## src/rtl/radix2_butterfly_sequencer_pkg.sv

```systemverilog
// Shared definitions for the radix-2 butterfly issue sequencer: octrl bit
// positions, FSM state encoding and derived sizing helpers.
package radix2_butterfly_sequencer_pkg;

    // Bit positions inside the 2-bit butterfly control sideband.
    localparam int CTRL_FIRST = 0;
    localparam int CTRL_LAST  = 1;

    typedef enum logic [1:0] {
        IDLE  = 2'd0,
        ISSUE = 2'd1,
        DRAIN = 2'd2,
        DONE  = 2'd3
    } state_e;

    // Cycles to wait after the last issue of a stage. This covers the read
    // latency, the butterfly pipeline and the write-back, so the next stage
    // reads results that have already landed in memory.
    function automatic int drain_cyc(int mem_rd_lat, int pl_depth, int wb_lat);
        return mem_rd_lat + pl_depth + wb_lat;
    endfunction

    // Width of the butterfly index / twiddle index (N/2 entries). It is kept
    // at least 1 bit so that the degenerate FFT_N=1 case stays legal.
    function automatic int k_width(int fft_n);
        return (fft_n > 1) ? fft_n - 1 : 1;
    endfunction

    // Width of the stage index, with the same 1-bit floor.
    function automatic int stage_width(int fft_n);
        return (fft_n > 1) ? $clog2(fft_n) : 1;
    endfunction

endpackage

```

## src/rtl/radix2_butterfly_sequencer_if.sv

```systemverilog
// Read-address and butterfly-sideband bus driven by the sequencer.
//
// Handshake: rdEn is a valid-only strobe with no ready. The memory and the
// twiddle ROM accept every read in the cycle it is presented. Back-pressure
// is applied upstream through the sequencer's stall input, never on this bus.
// oact marks the cycle in which the read data and octrl/oMemAddr line up at
// the butterfly input.
interface radix2_butterfly_sequencer_if #(
    parameter int FFT_N = 10
);
    localparam int KW = radix2_butterfly_sequencer_pkg::k_width(FFT_N);

    logic             rdEn;
    logic [FFT_N-1:0] rdAddrA;
    logic [FFT_N-1:0] rdAddrB;
    logic [KW-1:0]    twAddr;
    logic             oact;
    logic [1:0]       octrl;
    logic [KW-1:0]    oMemAddr;

    modport master (
        output rdEn, rdAddrA, rdAddrB, twAddr, oact, octrl, oMemAddr
    );

    modport slave (
        input rdEn, rdAddrA, rdAddrB, twAddr, oact, octrl, oMemAddr
    );

endinterface

```

## src/rtl/radix2_butterfly_sequencer_sideband.sv

```systemverilog
// Fixed-depth register chain that carries {act, ctrl, addr} alongside the
// memory read, so the sideband reaches the butterfly with the read data.
// The chain advances every cycle. An idle or stalled slot simply carries
// act=0.
module r2_sideband_delay #(
    parameter int DEPTH = 1,
    parameter int AW    = 9
) (
    input  logic          clk,
    input  logic          rst,
    input  logic          in_act,
    input  logic [1:0]    in_ctrl,
    input  logic [AW-1:0] in_addr,
    output logic          out_act,
    output logic [1:0]    out_ctrl,
    output logic [AW-1:0] out_addr
);
    localparam int W = 1 + 2 + AW;

    logic [W-1:0] pipe_d [DEPTH];
    logic [W-1:0] pipe_q [DEPTH];

    // Shift: the new sample enters slot 0 and each slot takes its predecessor.
    always_comb begin
        pipe_d[0] = {in_act, in_ctrl, in_addr};
        for (int i = 1; i < DEPTH; i++) begin
            pipe_d[i] = pipe_q[i-1];
        end
    end

    // Chain registers; an asynchronous clear flushes every slot.
    always_ff @(posedge clk or negedge rst) begin
        if (!rst) begin
            for (int i = 0; i < DEPTH; i++) begin
                pipe_q[i] <= '0;
            end
        end else begin
            for (int i = 0; i < DEPTH; i++) begin
                pipe_q[i] <= pipe_d[i];
            end
        end
    end

    assign {out_act, out_ctrl, out_addr} = pipe_q[DEPTH-1];

endmodule

```

## src/rtl/radix2_butterfly_sequencer.sv

```systemverilog
// Radix-2 DIF butterfly issue sequencer. It walks FFT_N stages and issues
// N/2 operand-pair reads per stage, together with twiddle ROM addresses and
// the butterfly sideband. Between stages it waits for the pipeline and the
// write-back to drain.
module radix2_butterfly_sequencer
    import radix2_butterfly_sequencer_pkg::*;
#(
    parameter int FFT_N      = 10,
    parameter int PL_DEPTH   = 3,
    parameter int MEM_RD_LAT = 1,
    parameter int WB_LAT     = 1,
    localparam int KW        = k_width(FFT_N),
    localparam int SW        = stage_width(FFT_N)
) (
    input  logic                         clk,
    input  logic                         rst,
    input  logic                         start,
    input  logic                         stall,
    output logic                         busy,
    output logic                         done,
    output logic [SW-1:0]                stage,
    output state_e                       state_dbg,
    radix2_butterfly_sequencer_if.master bus
);
    localparam int DRAIN_CYC = drain_cyc(MEM_RD_LAT, PL_DEPTH, WB_LAT);
    localparam int CW        = $clog2(DRAIN_CYC + 1);
    localparam logic [KW-1:0] K_LAST = KW'((1 << (FFT_N - 1)) - 1);
    localparam logic [SW-1:0] S_LAST = SW'(FFT_N - 1);

    state_e           state_d, state_q;
    logic [KW-1:0]    k_d, k_q;
    logic [SW-1:0]    stage_d, stage_q;
    logic [CW-1:0]    cnt_d, cnt_q;
    logic             busy_d, busy_q;
    logic             done_d, done_q;
    logic             rd_en_d, rd_en_q;
    logic [1:0]       ctrl_d, ctrl_q;
    logic [FFT_N-1:0] addr_a_d, addr_a_q;
    logic [FFT_N-1:0] addr_b_d, addr_b_q;
    logic [KW-1:0]    tw_d, tw_q;
    logic [KW-1:0]    mem_addr_d, mem_addr_q;

    int               shift;
    logic [FFT_N-1:0] k_ext, span, lo_mask;
    logic [FFT_N-1:0] addr_a_calc, addr_b_calc;
    logic [KW-1:0]    tw_calc;

    // Operand addresses for (stage, k). A is k with a zero inserted at bit
    // FFT_N-1-stage, B is A plus the span, and the twiddle index is the
    // in-group offset scaled by 2^stage.
    always_comb begin
        shift       = FFT_N - 1 - int'(stage_q);
        k_ext       = FFT_N'(k_q);
        span        = FFT_N'(1) << shift;
        lo_mask     = span - FFT_N'(1);
        addr_a_calc = ((k_ext & ~lo_mask) << 1) | (k_ext & lo_mask);
        addr_b_calc = addr_a_calc + span;
        tw_calc     = KW'((k_ext & lo_mask) << stage_q);
    end

    // Next-state logic: IDLE -> ISSUE (N/2 reads) -> DRAIN, repeated per
    // stage, then DONE -> IDLE.
    always_comb begin
        state_d    = state_q;
        k_d        = k_q;
        stage_d    = stage_q;
        cnt_d      = cnt_q;
        busy_d     = busy_q;
        done_d     = 1'b0;
        rd_en_d    = 1'b0;
        ctrl_d     = 2'b00;
        addr_a_d   = addr_a_q;
        addr_b_d   = addr_b_q;
        tw_d       = tw_q;
        mem_addr_d = mem_addr_q;
        case (state_q)
            IDLE: begin
                if (start) begin
                    state_d = ISSUE;
                    k_d     = '0;
                    stage_d = '0;
                    busy_d  = 1'b1;
                end
            end
            ISSUE: begin
                if (!stall) begin
                    rd_en_d            = 1'b1;
                    addr_a_d           = addr_a_calc;
                    addr_b_d           = addr_b_calc;
                    tw_d               = tw_calc;
                    mem_addr_d         = k_q;
                    ctrl_d[CTRL_FIRST] = (k_q == '0);
                    ctrl_d[CTRL_LAST]  = (k_q == K_LAST);
                    if (k_q == K_LAST) begin
                        state_d = DRAIN;
                        k_d     = '0;
                        cnt_d   = CW'(DRAIN_CYC);
                    end else begin
                        k_d = k_q + KW'(1);
                    end
                end
            end
            DRAIN: begin
                cnt_d = cnt_q - CW'(1);
                if (cnt_q <= CW'(1)) begin
                    if (stage_q == S_LAST) begin
                        state_d = DONE;
                        busy_d  = 1'b0;
                        done_d  = 1'b1;
                    end else begin
                        state_d = ISSUE;
                        stage_d = stage_q + SW'(1);
                        k_d     = '0;
                    end
                end
            end
            DONE: begin
                state_d = IDLE;
            end
            default: begin
                state_d = IDLE;
            end
        endcase
    end

    // FSM state and registered outputs; an asynchronous reset aborts any run.
    always_ff @(posedge clk or negedge rst) begin
        if (!rst) begin
            state_q    <= IDLE;
            k_q        <= '0;
            stage_q    <= '0;
            cnt_q      <= '0;
            busy_q     <= 1'b0;
            done_q     <= 1'b0;
            rd_en_q    <= 1'b0;
            ctrl_q     <= 2'b00;
            addr_a_q   <= '0;
            addr_b_q   <= '0;
            tw_q       <= '0;
            mem_addr_q <= '0;
        end else begin
            state_q    <= state_d;
            k_q        <= k_d;
            stage_q    <= stage_d;
            cnt_q      <= cnt_d;
            busy_q     <= busy_d;
            done_q     <= done_d;
            rd_en_q    <= rd_en_d;
            ctrl_q     <= ctrl_d;
            addr_a_q   <= addr_a_d;
            addr_b_q   <= addr_b_d;
            tw_q       <= tw_d;
            mem_addr_q <= mem_addr_d;
        end
    end

    r2_sideband_delay #(
        .DEPTH (MEM_RD_LAT),
        .AW    (KW)
    ) u_sideband (
        .clk      (clk),
        .rst      (rst),
        .in_act   (rd_en_q),
        .in_ctrl  (ctrl_q),
        .in_addr  (mem_addr_q),
        .out_act  (bus.oact),
        .out_ctrl (bus.octrl),
        .out_addr (bus.oMemAddr)
    );

    assign busy        = busy_q;
    assign done        = done_q;
    assign stage       = stage_q;
    assign state_dbg   = state_q;
    assign bus.rdEn    = rd_en_q;
    assign bus.rdAddrA = addr_a_q;
    assign bus.rdAddrB = addr_b_q;
    assign bus.twAddr  = tw_q;

endmodule

```

## src/flat_wrapper.sv

```systemverilog
// flat-port wrapper written by rule: the top's interface ports become plain ports
module radix2_butterfly_sequencer_flat import radix2_butterfly_sequencer_pkg::*;
#(
    parameter int FFT_N      = 10,
    parameter int PL_DEPTH   = 3,
    parameter int MEM_RD_LAT = 1,
    parameter int WB_LAT     = 1,
    localparam int KW        = k_width(FFT_N),
    localparam int SW        = stage_width(FFT_N)
)
  (clk, rst, start, stall, busy, done, stage, state_dbg, bus_rdEn, bus_rdAddrA, bus_rdAddrB, bus_twAddr, bus_oact, bus_octrl, bus_oMemAddr);
  radix2_butterfly_sequencer_if #(.FFT_N(FFT_N)) bus_i ();
  input  logic clk;
  input  logic rst;
  input  logic start;
  input  logic stall;
  output logic busy;
  output logic done;
  output logic [SW-1:0] stage;
  output state_e state_dbg;
  output wire logic [$bits(bus_i.rdEn)-1:0] bus_rdEn;
  output wire logic [$bits(bus_i.rdAddrA)-1:0] bus_rdAddrA;
  output wire logic [$bits(bus_i.rdAddrB)-1:0] bus_rdAddrB;
  output wire logic [$bits(bus_i.twAddr)-1:0] bus_twAddr;
  output wire logic [$bits(bus_i.oact)-1:0] bus_oact;
  output wire logic [$bits(bus_i.octrl)-1:0] bus_octrl;
  output wire logic [$bits(bus_i.oMemAddr)-1:0] bus_oMemAddr;
  assign bus_rdEn = bus_i.rdEn;
  assign bus_rdAddrA = bus_i.rdAddrA;
  assign bus_rdAddrB = bus_i.rdAddrB;
  assign bus_twAddr = bus_i.twAddr;
  assign bus_oact = bus_i.oact;
  assign bus_octrl = bus_i.octrl;
  assign bus_oMemAddr = bus_i.oMemAddr;
  radix2_butterfly_sequencer #(.FFT_N(FFT_N), .PL_DEPTH(PL_DEPTH), .MEM_RD_LAT(MEM_RD_LAT), .WB_LAT(WB_LAT)) u_core (.clk(clk), .rst(rst), .start(start), .stall(stall), .busy(busy), .done(done), .stage(stage), .state_dbg(state_dbg), .bus(bus_i));
endmodule
```

## config.mk

```make
export PLATFORM = sky130hd
export DESIGN_NAME = radix2_butterfly_sequencer_flat
export DESIGN_NICKNAME = d
export VERILOG_FILES = /design/src/rtl/radix2_butterfly_sequencer_pkg.sv /design/src/rtl/radix2_butterfly_sequencer_if.sv /design/src/rtl/radix2_butterfly_sequencer_sideband.sv /design/src/rtl/radix2_butterfly_sequencer.sv /design/src/flat_wrapper.sv
export SDC_FILE = /design/constraint.sdc
export NUM_CORES = 1
export LEC_CHECK = 0
export CAP_MARGIN = 20
export CORE_MARGIN = 2
export CORE_UTILIZATION = 35
export CTS_CLUSTER_SIZE = 40
export DETAILED_ROUTE_END_ITERATION = 10
export DONT_BUFFER_PORTS = 1
export GPL_TIMING_DRIVEN = 0
export PLACE_DENSITY = 0.47
export SYNTH_ARGS = -nofsm -noshare
export SYNTH_HDL_FRONTEND = slang
export SYNTH_SLANG_ARGS = --single-unit
```

## constraint.sdc

```tcl
create_clock -name clk -period 7.5 [get_ports clk]
set_clock_uncertainty 0.2 [all_clocks]
set_input_delay 1.125 -clock clk [delete_from_list [all_inputs] [get_ports clk]]
set_output_delay 1.125 -clock clk [all_outputs]
set_load 0.02 [all_outputs]
```

==> run summary, run 1 <==
STATUS
--------------------------------------------------------------------------------------
Outcome                                                                   finished, final reports clean

CRITICAL PATH
--------------------------------------------------------------------------------------
Worst setup path class                                                    register to register
Required time reported for the critical path endpoint                          7510 ps
Crit-path leading delay family                                            compound AO/OA/AOI/OAI gates
Crit path capture type                                                        register
Number of buffers and inverters on the critical path                                 5
Crit path arrival time                                                         5460 ps
List of cells traversed by the critical path                              buf_2 -> buf_1 -> inv_2 -> ha_1 -> ha_1 -> buf_6 -> a2111oi_2 -> nand2_1 -> ha_1 -> buf_2 -> xnor2_1 -> a22o_1 -> ha_1 -> a21oi_1 -> o21a_1 -> o2111ai_1 -> a41oi_1 -> or3_1 -> o2111ai_1
Crit path launch type                                                         register
Crit path largest cell delay                                                    510 ps
Critical Path Fanout Max                                                            10
Highest-delay cell along the critical path                                sky130_fd_sc_hd__dfrtp_1
Most repeated library cell on the critical path                           sky130_fd_sc_hd__ha_1

SYNTHESIS
--------------------------------------------------------------------------------------
Synthesized area per cell                                                  9.224 sq um
Multiplexer share of the synthesized area                                       2.976%
Post-Synth Adder-Cell Area                                                      6.078%
Combinational family with the most area after synthesis                   simple AND/OR/NAND/NOR gates
Cell types with the largest area share after synthesis                    sky130_fd_sc_hd__dfrtp_1, sky130_fd_sc_hd__nand2_1, sky130_fd_sc_hd__ha_1
Cell taking the most area after synthesis                                 sky130_fd_sc_hd__dfrtp_1
Post-synth cell types                                                               64
Area fraction in compound gates after synthesis                                 18.36%
Xor/xnor cell area share of the yosys netlist                                   2.632%
Dominant register cell in the synthesized netlist                         sky130_fd_sc_hd__dfrtp_1
Share of flip-flops with an asynchronous set or reset after synthesis           100.0%
Area fraction of the dominant cell type after synthesis                         45.74%
Share of synthesized cell area in and, or, nand and nor gates                   19.11%
Post-synthesis cell area                                                    3994 sq um
Sequential share of the synthesized area                                        45.74%
Synthesized net count                                                              455
Number of warning messages in the yosys log                                          0
Flip-flop and latch count after synthesis                                           73
Synthesized netlist cell count                                                     433
Post-synth EDFFs                                                                     0

TIMING
--------------------------------------------------------------------------------------
Unrepaired setup endpoints after global routing                                  false
Post-Route Setup TNS                                                              0 ps
Period utilization                                                              72.66%
Worst relative slew slack                                                       49.91%
Actual transition at the worst max-transition pin                             741.9 ps
Final worst path period need                                                   5449 ps
Fin worst setup slack                                                          2051 ps
Max Clock Freq                                                              0.1835 GHz
Number of max-slew violations in the final report                                    0
Final setup violation count                                                          0
Final hold violation count                                                           0

POWER
--------------------------------------------------------------------------------------
Combinational cell fraction of total power                                       16.6%
Switch share                                                                    34.75%
Cell Pwr Density                                                          279.6 nW/um^2
Share of power burned in registers                                               47.0%
Lkg Pwr                                                                    0.002062 uW
VDD IR max                                                                   0.1773 mV
Clk pwr share                                                                    36.4%
Cell Int Power                                                                818.1 uW
Net switching power of the design                                             435.6 uW

GRT
--------------------------------------------------------------------------------------
Antenna violations before repair                                                     0
Tot GR Track Use                                                                18.69%
Maximum number of pins on one net before global-route repair                        74
First-pass GRT wire length                                                   17,640 um
Via count of the first global-routing pass                                       3,105
Total congestion overflow after global routing                                       0

LAYOUT
--------------------------------------------------------------------------------------
Fraction of layout instances using a drive strength above 1                     9.131%
Post-layout net count                                                              466
Area growth syn-to-layout                                                       12.28%
Design Area, Final                                                          4484 sq um
Antenna Cells                                                                        0

DETAILED ROUTING
--------------------------------------------------------------------------------------
Antenna-violating nets left                                                          0
Vias per std cell                                                                5.348
# DRC                                                                                0
First-iteration detailed-routing DRC count                                         201
Total number of vias                                                             3,166
DR WL/cell                                                                    18.23 um
Iteration count of the initial detailed-routing pass                                 4
Detailed Route WL                                                            10,800 um

PLACE
--------------------------------------------------------------------------------------
Worst setup slack before clock tree synthesis                                  2104 ps
Number of buffer cells added on primary ports                                        0
Placed Instance Area                                                        4173 sq um
Placed wire-length estimate after detailed placement                           7759 um
Weighted congestion reported at the end of routability-driven placement         0.8489

FLOORPLANNING
--------------------------------------------------------------------------------------
Overall die height                                                            110.8 um
Core Rows                                                                           39
Die ar.                                                                   12,280 sq um
Floorplan die width                                                           110.8 um
Initial Util                                                                    35.43%
Number of top-level pins                                                            54
Core ar.                                                                  11,270 sq um

CLOCK NETWORK
--------------------------------------------------------------------------------------
CTS hold repair buffers                                                              0
Inserted Clock Buffers                                                               9
Maximum buffer depth of the clock tree                                               2
Setup Buffers After CTS                                                              0
Clock Sinks                                                                         73
CTS clk-pin slew, worst paths                                                    60 ps
Clock tree root driver cell                                               sky130_fd_sc_hd__clkbuf_16
TritonCTS clock tree                                                             built
Source-to-sink clock delay at the later pin of the worst-skew pair              350 ps
H-tree depth                                                                         3
Quantity of gates resized following cts                                              0

JOB
--------------------------------------------------------------------------------------
Maxcap violations                                                                    0

MIN PATH
--------------------------------------------------------------------------------------
Worst hold path type                                                      register to register

## power by group through the flow
stage	combinational, uW	clock [uW]	sequential [uW]
after CTS	211	469	590
after floorplan	158	0	577
after global routing	243	488	600
final	208	456	589
after global placement	209	0	596
after detailed placement	208	0	598
## cells in the mapped netlist (3+ instances only)
cell type                    n
sky130_fd_sc_hd__nand2_1    77
sky130_fd_sc_hd__dfrtp_1    73
sky130_fd_sc_hd__o21ai_0    38
sky130_fd_sc_hd__nor2_1     28
sky130_fd_sc_hd__inv_1      21
sky130_fd_sc_hd__ha_1       17
sky130_fd_sc_hd__clkbuf_1   16
sky130_fd_sc_hd__a21oi_1    15
sky130_fd_sc_hd__xnor2_1    11
sky130_fd_sc_hd__nand3_1    10
sky130_fd_sc_hd__a31oi_1     9
sky130_fd_sc_hd__a22o_1      8
sky130_fd_sc_hd__and3_1      8
sky130_fd_sc_hd__nand2b_1    6
sky130_fd_sc_hd__nor3_1      5
sky130_fd_sc_hd__or2_2       5
sky130_fd_sc_hd__buf_2       4
sky130_fd_sc_hd__mux2i_1     4
sky130_fd_sc_hd__o21a_1      4
sky130_fd_sc_hd__o21bai_1    4
sky130_fd_sc_hd__o31ai_1     4
sky130_fd_sc_hd__buf_1       3
sky130_fd_sc_hd__mux2_2      3
sky130_fd_sc_hd__nand4_1     3
sky130_fd_sc_hd__nor2b_1     3
sky130_fd_sc_hd__o2111ai_1   3
sky130_fd_sc_hd__or3_1       3
## cells in the final DEF, fill, tap and decap left out, drive strengths merged, types with 3 or more instances in the layout
master and count:
a21oi 16, a22o 8, a31oi 9, and3 8
buf 9, clkbuf 26, dfrtp 73, ha 17
inv 26, mux2 3, mux2i 4, nand2 77
nand2b 6, nand3 10, nand4 3, nor2 28
nor2b 3, nor3 5, nor4b 3, o2111ai 3
o21a 4, o21ai 40, o21bai 4, o31ai 4
or2 6, or3 3, xnor2 11
## worst register-to-register path, stage by stage, from the launching register on
cell and delay, ps:
sky130_fd_sc_hd__dfrtp_1 510, sky130_fd_sc_hd__buf_2 280, sky130_fd_sc_hd__buf_1 380, sky130_fd_sc_hd__inv_2 200, sky130_fd_sc_hd__ha_1 240, sky130_fd_sc_hd__ha_1 370
sky130_fd_sc_hd__buf_6 180, sky130_fd_sc_hd__a2111oi_2 340, sky130_fd_sc_hd__nand2_1 220, sky130_fd_sc_hd__ha_1 260, sky130_fd_sc_hd__buf_2 200, sky130_fd_sc_hd__xnor2_1 170
sky130_fd_sc_hd__a22o_1 230, sky130_fd_sc_hd__ha_1 320, sky130_fd_sc_hd__a21oi_1 260, sky130_fd_sc_hd__o21a_1 230, sky130_fd_sc_hd__o2111ai_1 140, sky130_fd_sc_hd__a41oi_1 300
sky130_fd_sc_hd__or3_1 160, sky130_fd_sc_hd__o2111ai_1 100
## metrics by stage
step | util (%) | cells | power, uW | hold slack (ps)
final | 39.78 | 592 | 1254 | 149.7
after global routing | 39.78 | 592 | 1331 | 159.7
after CTS | 39.78 | 592 | 1270 | 152.6
after detailed placement | 37.02 | 576 | 806.1 | 138.6
after global placement | 37.02 | 576 | 805.5 | 135.8
after floorplan | - | 433 | 735.0 | 131.2
## cell families after synthesis
kind of cell | Yosys count
AND/OR/NAND/NOR | 161
AO/OA/AOI/OAI | 110
flip-flops | 73
buffers and inverters | 48
adder cells (fa/ha/maj) | 19
XOR/XNOR | 12
multiplexers | 9
other | 1
## final timing paths
kind / depth (start not counted) / to / from / slack, ps
min: 0 / u_core.u_sideband.pipe_q[9]$_DFF_PN0_ / u_core.ctrl_q[0]$_DFF_PN0_ / 150
max reg2reg: 19 / u_core.bus.rdAddrB[9]$_DFFE_PN0P_ / u_core.stage[1]$_DFFE_PN0P_ / 2050
max: 19 / u_core.bus.rdAddrB[9]$_DFFE_PN0P_ / u_core.stage[1]$_DFFE_PN0P_ / 2050
min in group asynchronous: 0 / u_core.u_sideband.pipe_q[8]$_DFF_PN0_ / rst / 270
min reg2reg: 0 / u_core.u_sideband.pipe_q[9]$_DFF_PN0_ / u_core.ctrl_q[0]$_DFF_PN0_ / 150
max in group asynchronous: 0 / u_core.bus.rdAddrA[6]$_DFFE_PN0P_ / rst / 6730
## routing by layer
metal | vias up | share of wire (%) | wire [um] | global-route usage (%)
li1 | 1541 | - | - | -
met1 | 1539 | 49 | 5315 | 26.49
met2 | 75 | 44 | 4697 | 26.58
met3 | 11 | 5.3 | 577 | 4.866
met4 | 0 | 1.9 | 205 | 8.750
met5 | - | 0 | 0 | 0
## sequential cells by signal (all words and copies together), names as in the netlist
signal,count
u_core.mem_addr_q,9
u_core.bus.rdAddrA,10
u_core.bus.rdEn,1
u_core.u_sideband.pipe_q,12
u_core.done,1
u_core.state_dbg,2
u_core.k_q,9
u_core.busy,1
u_core.cnt_q,3
u_core.bus.rdAddrB,10
u_core.ctrl_q,2
u_core.stage,4
u_core.bus.twAddr,9
## final cells by class
class | instances | area [sq um]
plain buffers | 25 | 113.9
well taps | 143 | 178.9
fillers | 1143 | 6788
inverters | 23 | 86.33
flip-flops and latches | 73 | 1827
multi-input cells | 312 | 1967
clock inverters | 6 | 72.57
clock buffers | 10 | 239.0
No activity file was read; power rests on OpenSTA's default activity.
==> run 2: changes to the inputs <==
--- a/config.mk
+++ b/config.mk
@@ -12,7 +12,7 @@
 export DETAILED_ROUTE_END_ITERATION = 10
 export DONT_BUFFER_PORTS = 1
 export GPL_TIMING_DRIVEN = 0
-export PLACE_DENSITY = 0.47
+export PLACE_DENSITY = 0.49
 export SYNTH_ARGS = -nofsm -noshare
 export SYNTH_HDL_FRONTEND = slang
 export SYNTH_SLANG_ARGS = --single-unit
==> constraint.sdc (replaced) <==
create_clock -name clk -period 4.7 [get_ports clk]
set_clock_uncertainty 0.2 [all_clocks]
set_input_delay 0.705 -clock clk [delete_from_list [all_inputs] [get_ports clk]]
set_output_delay 0.705 -clock clk [all_outputs]
set_load 0.02 [all_outputs]
==> run 2 against run 1 <==
Clock-buffer cell count decreased by 1. Hold slack lost 97 ps. Global-route usage shrank 0.21 points.
==> run summary, run 2 (synthesis results as in run 1) <==
LAYOUT
--------------------------------------------------------------------------------------
Largest register by flop count                                            u_core.u_sideband.pipe_q
Commonest non-fill, non-tap cells in the layout                           sky130_fd_sc_hd__nand2_1, sky130_fd_sc_hd__dfrtp_1, sky130_fd_sc_hd__o21ai_0
Post-layout net count                                                              469
Design Area, Final                                                          4622 sq um
Antenna Cells                                                                        0
Fraction of layout instances using a drive strength above 1                     12.83%
Area growth syn-to-layout                                                       15.73%
Most common cell after layout, fill and taps aside                        sky130_fd_sc_hd__nand2_1
Number of flip-flops in the largest register                                        12
Post-layout utilization of the core                                             41.00%

TIMING
--------------------------------------------------------------------------------------
Final hold violation count                                                           0
Period utilization                                                              95.37%
Final worst path period need                                                   4482 ps
Worst relative slew slack                                                       55.45%
Final setup violation count                                                          0
Unrepaired setup endpoints after global routing                                   true
Actual transition at the worst max-transition pin                             668.2 ps
Number of max-slew violations in the final report                                    0
Max Clock Freq                                                              0.2231 GHz
Minimum hold slack                                                            53.13 ps

GRT
--------------------------------------------------------------------------------------
Tot GR Track Use                                                                18.48%
Maximum number of pins on one net before global-route repair                        74
Antenna violations before repair                                                     0
Total congestion overflow after global routing                                       0
Via count of the first global-routing pass                                       3,161
First-pass GRT wire length                                                   17,650 um

CLOCK NETWORK
--------------------------------------------------------------------------------------
CTS clk-pin slew, worst paths                                                    60 ps
TritonCTS clock tree                                                             built
Maximum buffer depth of the clock tree                                               2
Inserted Clock Buffers                                                               9
Source-to-sink clock delay at the later pin of the worst-skew pair              340 ps
Clock tree root driver cell                                               sky130_fd_sc_hd__clkbuf_16
H-tree depth                                                                         3
Clock Sinks                                                                         73

CRITICAL PATH
--------------------------------------------------------------------------------------
Reg-to-reg startpoint                                                     u_core.stage[2]$_DFFE_PN0P_
Crit-path leading delay family                                            compound AO/OA/AOI/OAI gates
Crit path capture type                                                        register
Timing startpoint of the critical path                                    u_core.stage[2]$_DFFE_PN0P_
Worst setup path class                                                    register to register
List of cells traversed by the critical path                              buf_4 -> inv_1 -> ha_1 -> ha_2 -> buf_6 -> a2111oi_4 -> nand2_1 -> ha_2 -> buf_2 -> xnor2_2 -> a22o_1 -> ha_4 -> a21oi_2 -> o21a_1 -> a21oi_2 -> a41oi_2 -> or3_1 -> o2111ai_1
Crit path arrival time                                                         4540 ps
Required time reported for the critical path endpoint                          4760 ps
Number of buffers and inverters on the critical path                                 4
Highest-delay cell along the critical path                                sky130_fd_sc_hd__dfrtp_2
Crit path largest cell delay                                                    530 ps
Critical Path Fanout Max                                                            10
Crit path launch type                                                         register

POWER
--------------------------------------------------------------------------------------
Lkg Pwr                                                                    0.002096 uW
Cell Pwr Density                                                          436.9 nW/um^2
Final Total Pwr                                                                2019 uW
VDD IR max                                                                   0.2240 mV

FLOORPLANNING
--------------------------------------------------------------------------------------
Number of top-level pins                                                            54
Overall die height                                                            110.8 um
Floorplan die width                                                           110.8 um
Initial Util                                                                    35.43%
Die ar.                                                                   12,280 sq um
Core ar.                                                                  11,270 sq um
Core Rows                                                                           39

STATUS
--------------------------------------------------------------------------------------
Outcome                                                                   finished, final reports clean

PLACE
--------------------------------------------------------------------------------------
Weighted congestion reported at the end of routability-driven placement         0.8962
Number of buffer cells added on primary ports                                        0
Placed wire-length estimate after detailed placement                           7657 um
Placed Instance Area                                                        4173 sq um

MIN PATH
--------------------------------------------------------------------------------------
Worst hold path type                                                      primary input to async pin

DETAILED ROUTING
--------------------------------------------------------------------------------------
Detailed Route WL                                                            10,790 um
First-iteration detailed-routing DRC count                                         241
# DRC                                                                                0
Total number of vias                                                             3,205
DR WL/cell                                                                    18.14 um
Vias per std cell                                                                5.387
Iteration count of the initial detailed-routing pass                                 4
Antenna-violating nets left                                                          0

JOB
--------------------------------------------------------------------------------------
Maxcap violations                                                                    0

==> run 2: through the flow <==
step	TNS, ps	setup slack (ps)	instances
2_1_floorplan	0	134.7	433
3_3_place_gp	-2469	-660.9	576
3_5_place_dp	-2701	-712.2	576
4_1_cts	0	12.86	594
5_1_grt	-9.445	-9.445	595
6_report	0	217.6	595
==> run 2: worst paths after layout <==
check / to / slack (ps) / cells past startpoint
min in group clk: u_core.u_sideband.pipe_q[10]$_DFF_PN0_ / 150 / 0
setup / recovery: u_core.bus.rdAddrB[9]$_DFFE_PN0P_ / 220 / 18
max in group asynchronous: u_core.stage[2]$_DFFE_PN0P_ / 3950 / 1
hold reg to reg: u_core.u_sideband.pipe_q[10]$_DFF_PN0_ / 150 / 0
setup reg to reg: u_core.bus.rdAddrB[9]$_DFFE_PN0P_ / 220 / 18
hold / removal: u_core.u_sideband.pipe_q[1]$_DFF_PN0_ / 50 / 1
==> run 2: power by group <==
group	internal [uW]	leakage (uW)	total (uW)	switching, uW
logic	139	0.000994	361	222
clock network	420	0.000148	716	295
registers	745	0.000954	943	198
total	1300	0.00210	2020	716
==> run 2: per-layer routing <==
metal / vias up / share of wire [%] / wire (um) / global-route usage [%]
li1: 1554 / - / - / -
met1: 1550 / 49 / 5260 / 26.19
met2: 82 / 43 / 4689 / 26.63
met3: 19 / 5.4 / 588 / 5.030
met4: 0 / 2.4 / 254 / 7.750
met5: - / 0 / 0 / 0
==> run 2: repair_timing <==
item,CTS,global route
endpoints found under the hold margin,73,0
pin swaps,0,1
hold buffers,1,0
endpoints found under the setup margin,7,5
resized for setup,12,13
buffers inserted,1,1
==> run 2: cell type report <==
| type | count | area, sq um |
|---|---|---|
| timing repair buffer | 3 | 42.54 |
| tap | 143 | 178.9 |
| clock inverter | 7 | 81.33 |
| inverter | 23 | 88.84 |
| multi-input combinational | 312 | 2044 |
| fill | 1121 | 6650 |
| buffer | 25 | 131.4 |
| sequential | 73 | 1829 |
| clock buffer | 9 | 225.2 |
